--- src/rtl/cps2_video_tx.sv ---
// cps2_video_tx: transmit-side CPS2 video timing generator.
// Walks a (slot, line) raster at two PCLK cycles per pixel slot, fetches the
// next slot's pixel from a one-cycle-latency source, and emits native-format
// 4-bit R/G/B/F video with active-low syncs, an active-area flag and a
// frame-start pulse. All outputs are registered.
//
// Ports:
//   PCLK_i           clock, twice the pixel rate
//   RST_i            synchronous active-high reset
//   pix_req_o        one-cycle fetch strobe for the next slot's pixel
//   req_x_o/req_y_o  coordinates of the requested pixel, held between requests
//   R_i..F_i         pixel data, valid one PCLK after pix_req_o
//   R_o..F_o         video out, zero outside the active area
//   HSYNC_o/VSYNC_o  active-low syncs
//   DE_o             active-area flag
//   frame_start_o    one-cycle pulse on the first cycle of slot (0,0)
module cps2_video_tx #(
    parameter int unsigned H_TOTAL     = 512,
    parameter int unsigned H_SYNCLEN   = 36,
    parameter int unsigned H_BACKPORCH = 62,
    parameter int unsigned H_ACTIVE    = 384,
    parameter int unsigned V_TOTAL     = 262,
    parameter int unsigned V_SYNCLEN   = 3,
    parameter int unsigned V_BACKPORCH = 22,
    parameter int unsigned V_ACTIVE    = 224
) (
    input  logic       PCLK_i,
    input  logic       RST_i,
    output logic       pix_req_o,
    output logic [8:0] req_x_o,
    output logic [8:0] req_y_o,
    input  logic [3:0] R_i,
    input  logic [3:0] G_i,
    input  logic [3:0] B_i,
    input  logic [3:0] F_i,
    output logic [3:0] R_o,
    output logic [3:0] G_o,
    output logic [3:0] B_o,
    output logic [3:0] F_o,
    output logic       HSYNC_o,
    output logic       VSYNC_o,
    output logic       DE_o,
    output logic       frame_start_o
);

    localparam logic [8:0] H_LAST     = 9'(H_TOTAL - 1);
    localparam logic [8:0] V_LAST     = 9'(V_TOTAL - 1);
    localparam logic [9:0] H_SYNC_END = 10'(H_SYNCLEN);
    localparam logic [8:0] V_SYNC_END = 9'(V_SYNCLEN);
    localparam logic [9:0] H_START    = 10'(H_SYNCLEN + H_BACKPORCH);
    localparam logic [9:0] H_END      = 10'(H_SYNCLEN + H_BACKPORCH + H_ACTIVE);
    localparam logic [8:0] V_START    = 9'(V_SYNCLEN + V_BACKPORCH);
    localparam logic [8:0] V_END      = 9'(V_SYNCLEN + V_BACKPORCH + V_ACTIVE);

    // Counters hold the slot currently shown on the outputs.
    logic [8:0] h_q, h_d;
    logic [8:0] v_q, v_d;
    logic       p_q, p_d;

    logic [9:0] h_ext, h_nxt;
    logic       v_act, de_d, req_d, hs_d, vs_d, fs_d;
    logic [8:0] req_x_d, req_y_d;

    always_comb begin
        p_d = ~p_q;
        h_d = h_q;
        v_d = v_q;
        if (p_q) begin
            if (h_q == H_LAST) begin
                h_d = 9'd0;
                v_d = (v_q == V_LAST) ? 9'd0 : v_q + 9'd1;
            end else begin
                h_d = h_q + 9'd1;
            end
        end

        // Outputs are registered from the next slot so they line up with it.
        h_ext   = {1'b0, h_d};
        h_nxt   = h_ext + 10'd1;
        v_act   = (v_d >= V_START) && (v_d < V_END);
        de_d    = (h_ext >= H_START) && (h_ext < H_END) && v_act;
        req_d   = ~p_d && (h_nxt >= H_START) && (h_nxt < H_END) && v_act;
        hs_d    = (h_ext >= H_SYNC_END);
        vs_d    = (v_d >= V_SYNC_END);
        fs_d    = ~p_d && (h_d == 9'd0) && (v_d == 9'd0);
        req_x_d = 9'(h_nxt - H_START);
        req_y_d = v_d - V_START;
    end

    always_ff @(posedge PCLK_i) begin
        if (RST_i) begin
            // Park on the last phase of the last slot so the first free edge
            // wraps cleanly into slot (0,0) phase 0.
            h_q           <= H_LAST;
            v_q           <= V_LAST;
            p_q           <= 1'b1;
            HSYNC_o       <= 1'b1;
            VSYNC_o       <= 1'b1;
            DE_o          <= 1'b0;
            frame_start_o <= 1'b0;
            pix_req_o     <= 1'b0;
            req_x_o       <= 9'd0;
            req_y_o       <= 9'd0;
            R_o           <= 4'd0;
            G_o           <= 4'd0;
            B_o           <= 4'd0;
            F_o           <= 4'd0;
        end else begin
            h_q           <= h_d;
            v_q           <= v_d;
            p_q           <= p_d;
            HSYNC_o       <= hs_d;
            VSYNC_o       <= vs_d;
            DE_o          <= de_d;
            frame_start_o <= fs_d;
            pix_req_o     <= req_d;
            if (req_d) begin
                req_x_o <= req_x_d;
                req_y_o <= req_y_d;
            end
            // Pixel data fetched in the previous slot is valid on the edge
            // that enters the new slot; hold it through the second phase.
            if (!p_d) begin
                R_o <= de_d ? R_i : 4'd0;
                G_o <= de_d ? G_i : 4'd0;
                B_o <= de_d ? B_i : 4'd0;
                F_o <= de_d ? F_i : 4'd0;
            end
        end
    end

endmodule

--- config.mk ---
export PLATFORM = sky130hd
export DESIGN_NAME = cps2_video_tx
export DESIGN_NICKNAME = d
export VERILOG_FILES = /design/src/rtl/cps2_video_tx.sv
export SDC_FILE = /design/constraint.sdc
export NUM_CORES = 1
export LEC_CHECK = 0
export ABC_AREA = 1
export CORE_MARGIN = 5
export CORE_UTILIZATION = 40
export DETAILED_ROUTE_END_ITERATION = 8
export GPL_TIMING_DRIVEN = 0
export PLACE_DENSITY = 0.7
export SLEW_MARGIN = 20
export SYNTH_ARGS = -nofsm -noshare
export SYNTH_HDL_FRONTEND = slang
export SYNTH_SLANG_ARGS = --single-unit
export TNS_END_PERCENT = 100
--- constraint.sdc ---
create_clock -name PCLK_i -period 3 [get_ports PCLK_i]
set_clock_uncertainty 0.15 [all_clocks]
set_input_delay 0.6 -clock PCLK_i [delete_from_list [all_inputs] [get_ports PCLK_i]]
set_output_delay 0.6 -clock PCLK_i [all_outputs]
set_load 0.01 [all_outputs]
==> flow_metrics.tcl <==
set metrics [dict create \
    finalPower_uw 4690 \
    p_leak_uw 0.00224 \
    nNetsFinal 627 \
    final_layout_size_suffix_gt1_share_pct 26.5 \
    antenna_found_initial 0 \
    synth_area_leader_cell "dfxtp_1" \
    instances_no_fill 706 \
    wl_met2_mm 4.64 \
    initial_core_util_pct 40.9 \
    holdCritPathClass "reg -> reg" \
    slew_viol_final 0 \
    synthesis.nets 528 \
    status "complete, but fails checks" \
    worst_pin_slew_ps 639 \
    setup_ws_ps -68.8 \
    reg2reg_setup_slack_ps -70 \
    power_density_mw_per_mm2 950 \
    hold_viol_final 0 \
    firstDrtPassIters 7 \
    max_freq_ghz 0.326 \
    cts_num_sinks 58 \
    seq_area_frac_synth_pct 34.7 \
    ir_drop_mv 0.392 \
    syn_to_final_growth_pct 47.7 \
    rows 33 \
    portBuffers 56 \
    synth_top_area_share_pct 34.7 \
    grt_start_max_net_pins 11 \
    root_buffer "clkbuf_8" \
    layout_commonest_cell "nand2_1" \
    wl_met3_um 741 \
    syn_avg_cell_area_um2 6.72 \
    htreeDepth 3 \
    maxSlewHeadroom_pct 57.4 \
    wl_met1_mm 4.03 \
    place_inst 658 \
    netlist_top_cells_area "dfxtp_1, nand2_1, nor2_1" \
    numCtsBuffers 9 \
    crit_fanout 7 \
    required_ps 3100 \
    drc_errors 0 \
    drt-total-wl_mm 9.62 \
    clkTransAtPathRegs_ps 70 \
    synth_cell_type_count 33 \
    path_class "reg -> reg" \
    post-place-ws_ps -660 \
    r2r_start "h_q[0]" \
    hpwl_mm 6.38 \
    die-area_mm2 0.0103 \
    insertion_delay_ps 350 \
    hold_ws_ps 303 \
    r2r_cells 21 \
    setup_viol 9 \
    hold_depth 2 \
    period_share_pct 102 \
    io_pins 57 \
    violations "setup timing" \
    startpoint_type "flip-flop" \
    grt_pass1_wl_mm 16.0 \
    fin_crit_ps 3070 \
    dieWidth_um 101 \
    dr.first_iter.drc_count 248 \
    wl_per_cell_um 13.6 \
    grtUsageTotal_pct 19.5 \
    place_congestion 0.881 \
    ys_warn_count 0 \
    top_layer "met4" \
    rsz0062_at_grt "yes" \
    ant_nets 0 \
    netlist_area_mm2 0.00334 \
    final_cell_mix "nand2_1, clkdlybuf4s50_1, dfxtp_1" \
    antennaDiodeCount 0 \
    holdPathEnd "R_o[0]" \
    core_area_mm2 0.00818 \
    cts_tree "yes" \
    vias 3595 \
    ctsHoldBuffers 0 \
    clk_path_buf_depth 2 \
    fp.dieH_um 101 \
    min_from "R_o[0]" \
    ys_seq_elements 58 \
    synthCells 497 \
    viasPerCell 5.09 \
    maxCapViolations 0 \
    grt_pass1_vias 3621 \
    r2r_end "req_y_o[7]" \
    crit_path_end_kind "flip-flop" \
    grt-ovfl-total 0 \
    cp_data_arrival_time_ps 3160 \
]
## through the flow
step | TNS, ps | util, % | cell area [µm²]
floorplan | 0 | - | 3370
detailed placement | -18490 | 49.7 | 4070
CTS | -462 | 57.2 | 4680
finish | -190 | 60.4 | 4940
global placement | -15200 | 49.7 | 4070
global route | -1980 | 60.4 | 4940
## worst max path at each step
stage | startpoint | to | slack (ps) | depth (start not counted)
after floorplan | h_q[0] | req_x_o[0] | 1 | 22
after global placement | h_q[0] | B_o[1] | -560 | 18
after detailed placement | h_q[0] | B_o[1] | -660 | 18
after CTS | h_q[0] | req_x_o[7] | -50 | 22
after global routing | h_q[0] | req_y_o[7] | -160 | 21
final | h_q[0] | req_y_o[7] | -70 | 21
## timing repair
action | 4_1_cts | 5_1_grt
setup buffers | 29 | 5
setup endpoints to repair | 37 | 38
cloned | 1 | 1
pin swaps | 30 | 34
gates resized for setup | 35 | 69
## registers in the layout, indices dropped and copies added (netlist names), 4 cells and up
name,cells
h_q,9
req_x_o,9
req_y_o,9
v_q,9
B_o,4
F_o,4
G_o,4
R_o,4
## cell type report
cell class                      count  area (µm²)
Buffer                             14        95.1
Clock buffer                       11         141
Clock inverter                      5        77.6
Fill cell                         715        3240
Inverter                           46         180
Multi-Input combinational cell    378        2280
Sequential cell                    58        1170
Tap cell                          105         131
Timing Repair Buffer               89         861
## power by group
group	internal, µW	switching, µW	total [µW]
logic	1100	1840	2940
registers	847	85.9	932
clock network	487	332	820
total	2440	2250	4690
## per-layer routing
metal  GRT usage, %  vias to the layer above
met5              0                        -
met4           8.28                        0
met3           6.40                       23
met2           31.8                      124
met1           23.4                     1652
li1               -                     1796
## synth_stat cells
cell / count
nand2_1: 156
nor2_1: 69
a21boi_4: 1
o2111ai_1: 1
clkbuf_1: 6
buf_4: 1
nor3_1: 3
nand4_1: 27
nand3_1: 47
inv_2: 5
inv_1: 40
xor2_1: 8
ha_1: 13
a211oi_1: 1
nand3_2: 6
xnor2_1: 4
buf_1: 1
nand3_4: 1
nor2_2: 11
o21ai_0: 4
a21oi_1: 2
nor4_1: 2
inv_4: 1
buf_8: 1
nor2_8: 1
o21ai_1: 3
a21oi_2: 1
nor3_2: 1
nand2_2: 11
nor2_4: 3
buf_2: 6
dfxtp_1: 58
o21bai_1: 2
## worst max-delay path, stage by stage, from the launching register on
cell and delay [ps]:
dfxtp_2 360, ha_4 160, nand3_4 80, nor4_4 210
ha_4 240, nand2_8 90, xor2_2 160, inv_2 70
o21ai_4 60, inv_2 100, ha_4 130, inv_2 30
nor2_1 80, nand2_1 70, nand4_1 150, nand3_4 110
nor2_4 160, buf_6 160, buf_8 110, nand4_1 110
nand2_1 120, nor2_1 40
## logic make-up after synthesis
kind of cell / after synthesis / synth area share [%]
adders and majority gates: 13 / 4.87
buffers and inverters: 61 / 7.60
and+or+nand+nor: 338 / 46.5
DFF: 58 / 34.7
xor gates and xnor gates: 12 / 3.14
AOI/OAI and AO/OA: 15 / 3.11
(Power assumes the default switching activity.)
==> variant: new RTL, config.mk and constraints unchanged <==
Add an input register stage for `R_i`, `G_i`, `B_i` and `F_i`, without a reset; this delays them by one clock.
--- a/src/rtl/cps2_video_tx.sv
+++ b/src/rtl/cps2_video_tx.sv
@@ -53,2 +53,14 @@
     localparam logic [8:0] V_END      = 9'(V_SYNCLEN + V_BACKPORCH + V_ACTIVE);
+
+    logic [3:0] R_q;
+    logic [3:0] G_q;
+    logic [3:0] B_q;
+    logic [3:0] F_q;
+
+    always_ff @(posedge PCLK_i) begin
+        R_q <= R_i;
+        G_q <= G_i;
+        B_q <= B_i;
+        F_q <= F_i;
+    end
 
@@ -123,6 +135,6 @@
             if (!p_d) begin
-                R_o <= de_d ? R_i : 4'd0;
-                G_o <= de_d ? G_i : 4'd0;
-                B_o <= de_d ? B_i : 4'd0;
-                F_o <= de_d ? F_i : 4'd0;
+                R_o <= de_d ? R_q : 4'd0;
+                G_o <= de_d ? G_q : 4'd0;
+                B_o <= de_d ? B_q : 4'd0;
+                F_o <= de_d ? F_q : 4'd0;
             end
Function: same outputs for any inputs over 10 cycles, from zero or initial values and one cycle with RST_i high; that may be too few to reach the edited logic, so the function may still have changed.
==> variant against the original RTL <==
The flow still finishes with violations (negative setup slack). Synthesized area up 8.4%. Sequential power up 21%. Count of clock-buffer cells in the layout down 1. Sequential share of layout area up 4.3 points. Cell count up 2.4%. Combinational power down 19%. Total power down 6.9%. Design area up 7.7%. Largest power group unchanged. Wire length up 7.6%. Largest cell class unchanged. Setup slack worse by 0.038 ns. Sequential cell count up 16.
==> variant: results <==
metrics = {
    "logic_synthesis": {
        "syn_nets": 543,
        "synth_common_cells": "139 x nand2_1, 76 x nand3_1, 74 x dfxtp_1, 65 x nor2_1, 46 x inv_1",
        "yosysSeqAreaShare": 0.409,
        "yosysUniqueCellTypes": 32,
        "syn_inst": 512,
    },
    "sta": {
        "worst_slew_pin_slew_ns": 0.642,
        "layout_setup_ws_ns": -0.106,
        "setup_viol": 35,
        "whs_ns": 0.291,
        "tns_ns": -2.50,
    },
    "place": {
        "io_buffer_count": 55,
        "pre_cts_slack_ns": -0.583,
        "gp_congestion": 0.902,
        "dp_hpwl_mm": 6.59,
        "dp.cells": 675,
    },
    "global_route": {
        "grtUsageMet3": 0.0512,
        "grt_usage": 0.172,
        "grt_first_pass_wirelength_mm": 15.9,
        "grt_pass1_vias": 3612,
        "grt_max_degree": 14,
        "grt_use_met1": 0.198,
    },
    "run_status": {
        "status": "finished, violations left",
        "violations": "negative setup slack",
    },
    "drt": {
        "vias": 3689,
        "drt-initial-drc-count": 182,
        "first_pass_iters": 4,
        "wl_per_cell_microns": 14.3,
    },
    "pwr": {
        "power.leakage_nw": 2.39,
        "ir_worst_vdd_mv": 0.355,
    },
    "worst_setup_path": {
        "r2r_end": "req_y_o[1]",
        "r2r_cells": 20,
        "slowest_stage": "dfxtp_4",
    },
    "final_layout": {
        "layout-drive-gt1-share": 0.268,
    },
    "hold_path": {
        "hold_end": "G_o[1]",
        "worstHoldStart": "G_q[1]",
    },
}
## variant: routing by layer
| metal | routed length [microns] | part of all wire |
|---|---|---|
| met5 | 0 | 0 |
| met4 | 214 | 0.021 |
| met3 | 579 | 0.056 |
| met2 | 5260 | 0.51 |
| met1 | 4300 | 0.42 |
## variant: worst min-delay path: stages (launching register included)
cell,delay (ns)
dfxtp_1,0.31
nand3_2,0.06
nand2_1,0.04
## variant: how the worst max path moves through the flow
| stage | from | to | slack, ns | depth (start not counted) |
|---|---|---|---|---|
| 6_report | h_q[0] | req_y_o[1] | -0.11 | 20 |
| 4_1_cts | h_q[1] | req_x_o[1] | -0.03 | 22 |
| 3_3_place_gp | h_q[0] | G_o[0] | -0.51 | 21 |
| 2_1_floorplan | h_q[0] | req_x_o[0] | 0.05 | 21 |
| 5_1_grt | h_q[1] | req_y_o[1] | -0.31 | 20 |
| 3_5_place_dp | h_q[0] | req_x_o[1] | -0.58 | 22 |
## variant: kinds of logic after synthesis
| family | Yosys count | share of synthesized area |
|---|---|---|
| AO/OA/AOI/OAI | 37 | 0.0546 |
| flip-flops | 74 | 0.409 |
| AND/OR/NAND/NOR | 312 | 0.385 |
| adder cells (fa/ha/maj) | 13 | 0.0449 |
| XOR/XNOR | 9 | 0.0238 |
| buffers and inverters | 67 | 0.0822 |
## variant: stage by stage
stage | area (sq um) | utilization
2_1_floorplan | 3620 | -
5_1_grt | 5320 | 0.607
3_5_place_dp | 4310 | 0.492
6_report | 5320 | 0.607
4_1_cts | 4830 | 0.551
3_3_place_gp | 4310 | 0.492
## variant: timing repair
item	in CTS	in global routing
setup endpoints to repair	37	37
resized for setup	43	84
gates cloned	2	5
pin swaps	19	43
setup buffers	18	7
## variant: cell type report
type	instances	area share
plain buffers	19	0.0292
clock buffers	10	0.0240
clock inverters	6	0.0172
inverters	48	0.0348
multi-input cells	372	0.427
flip-flops and latches	74	0.280
well taps	108	0.0254
repair buffers	86	0.163
## variant: where the power goes
part	switching [mW]	internal, mW
combinational	1.50	0.878
sequential	0.0699	1.06
clock	0.386	0.471
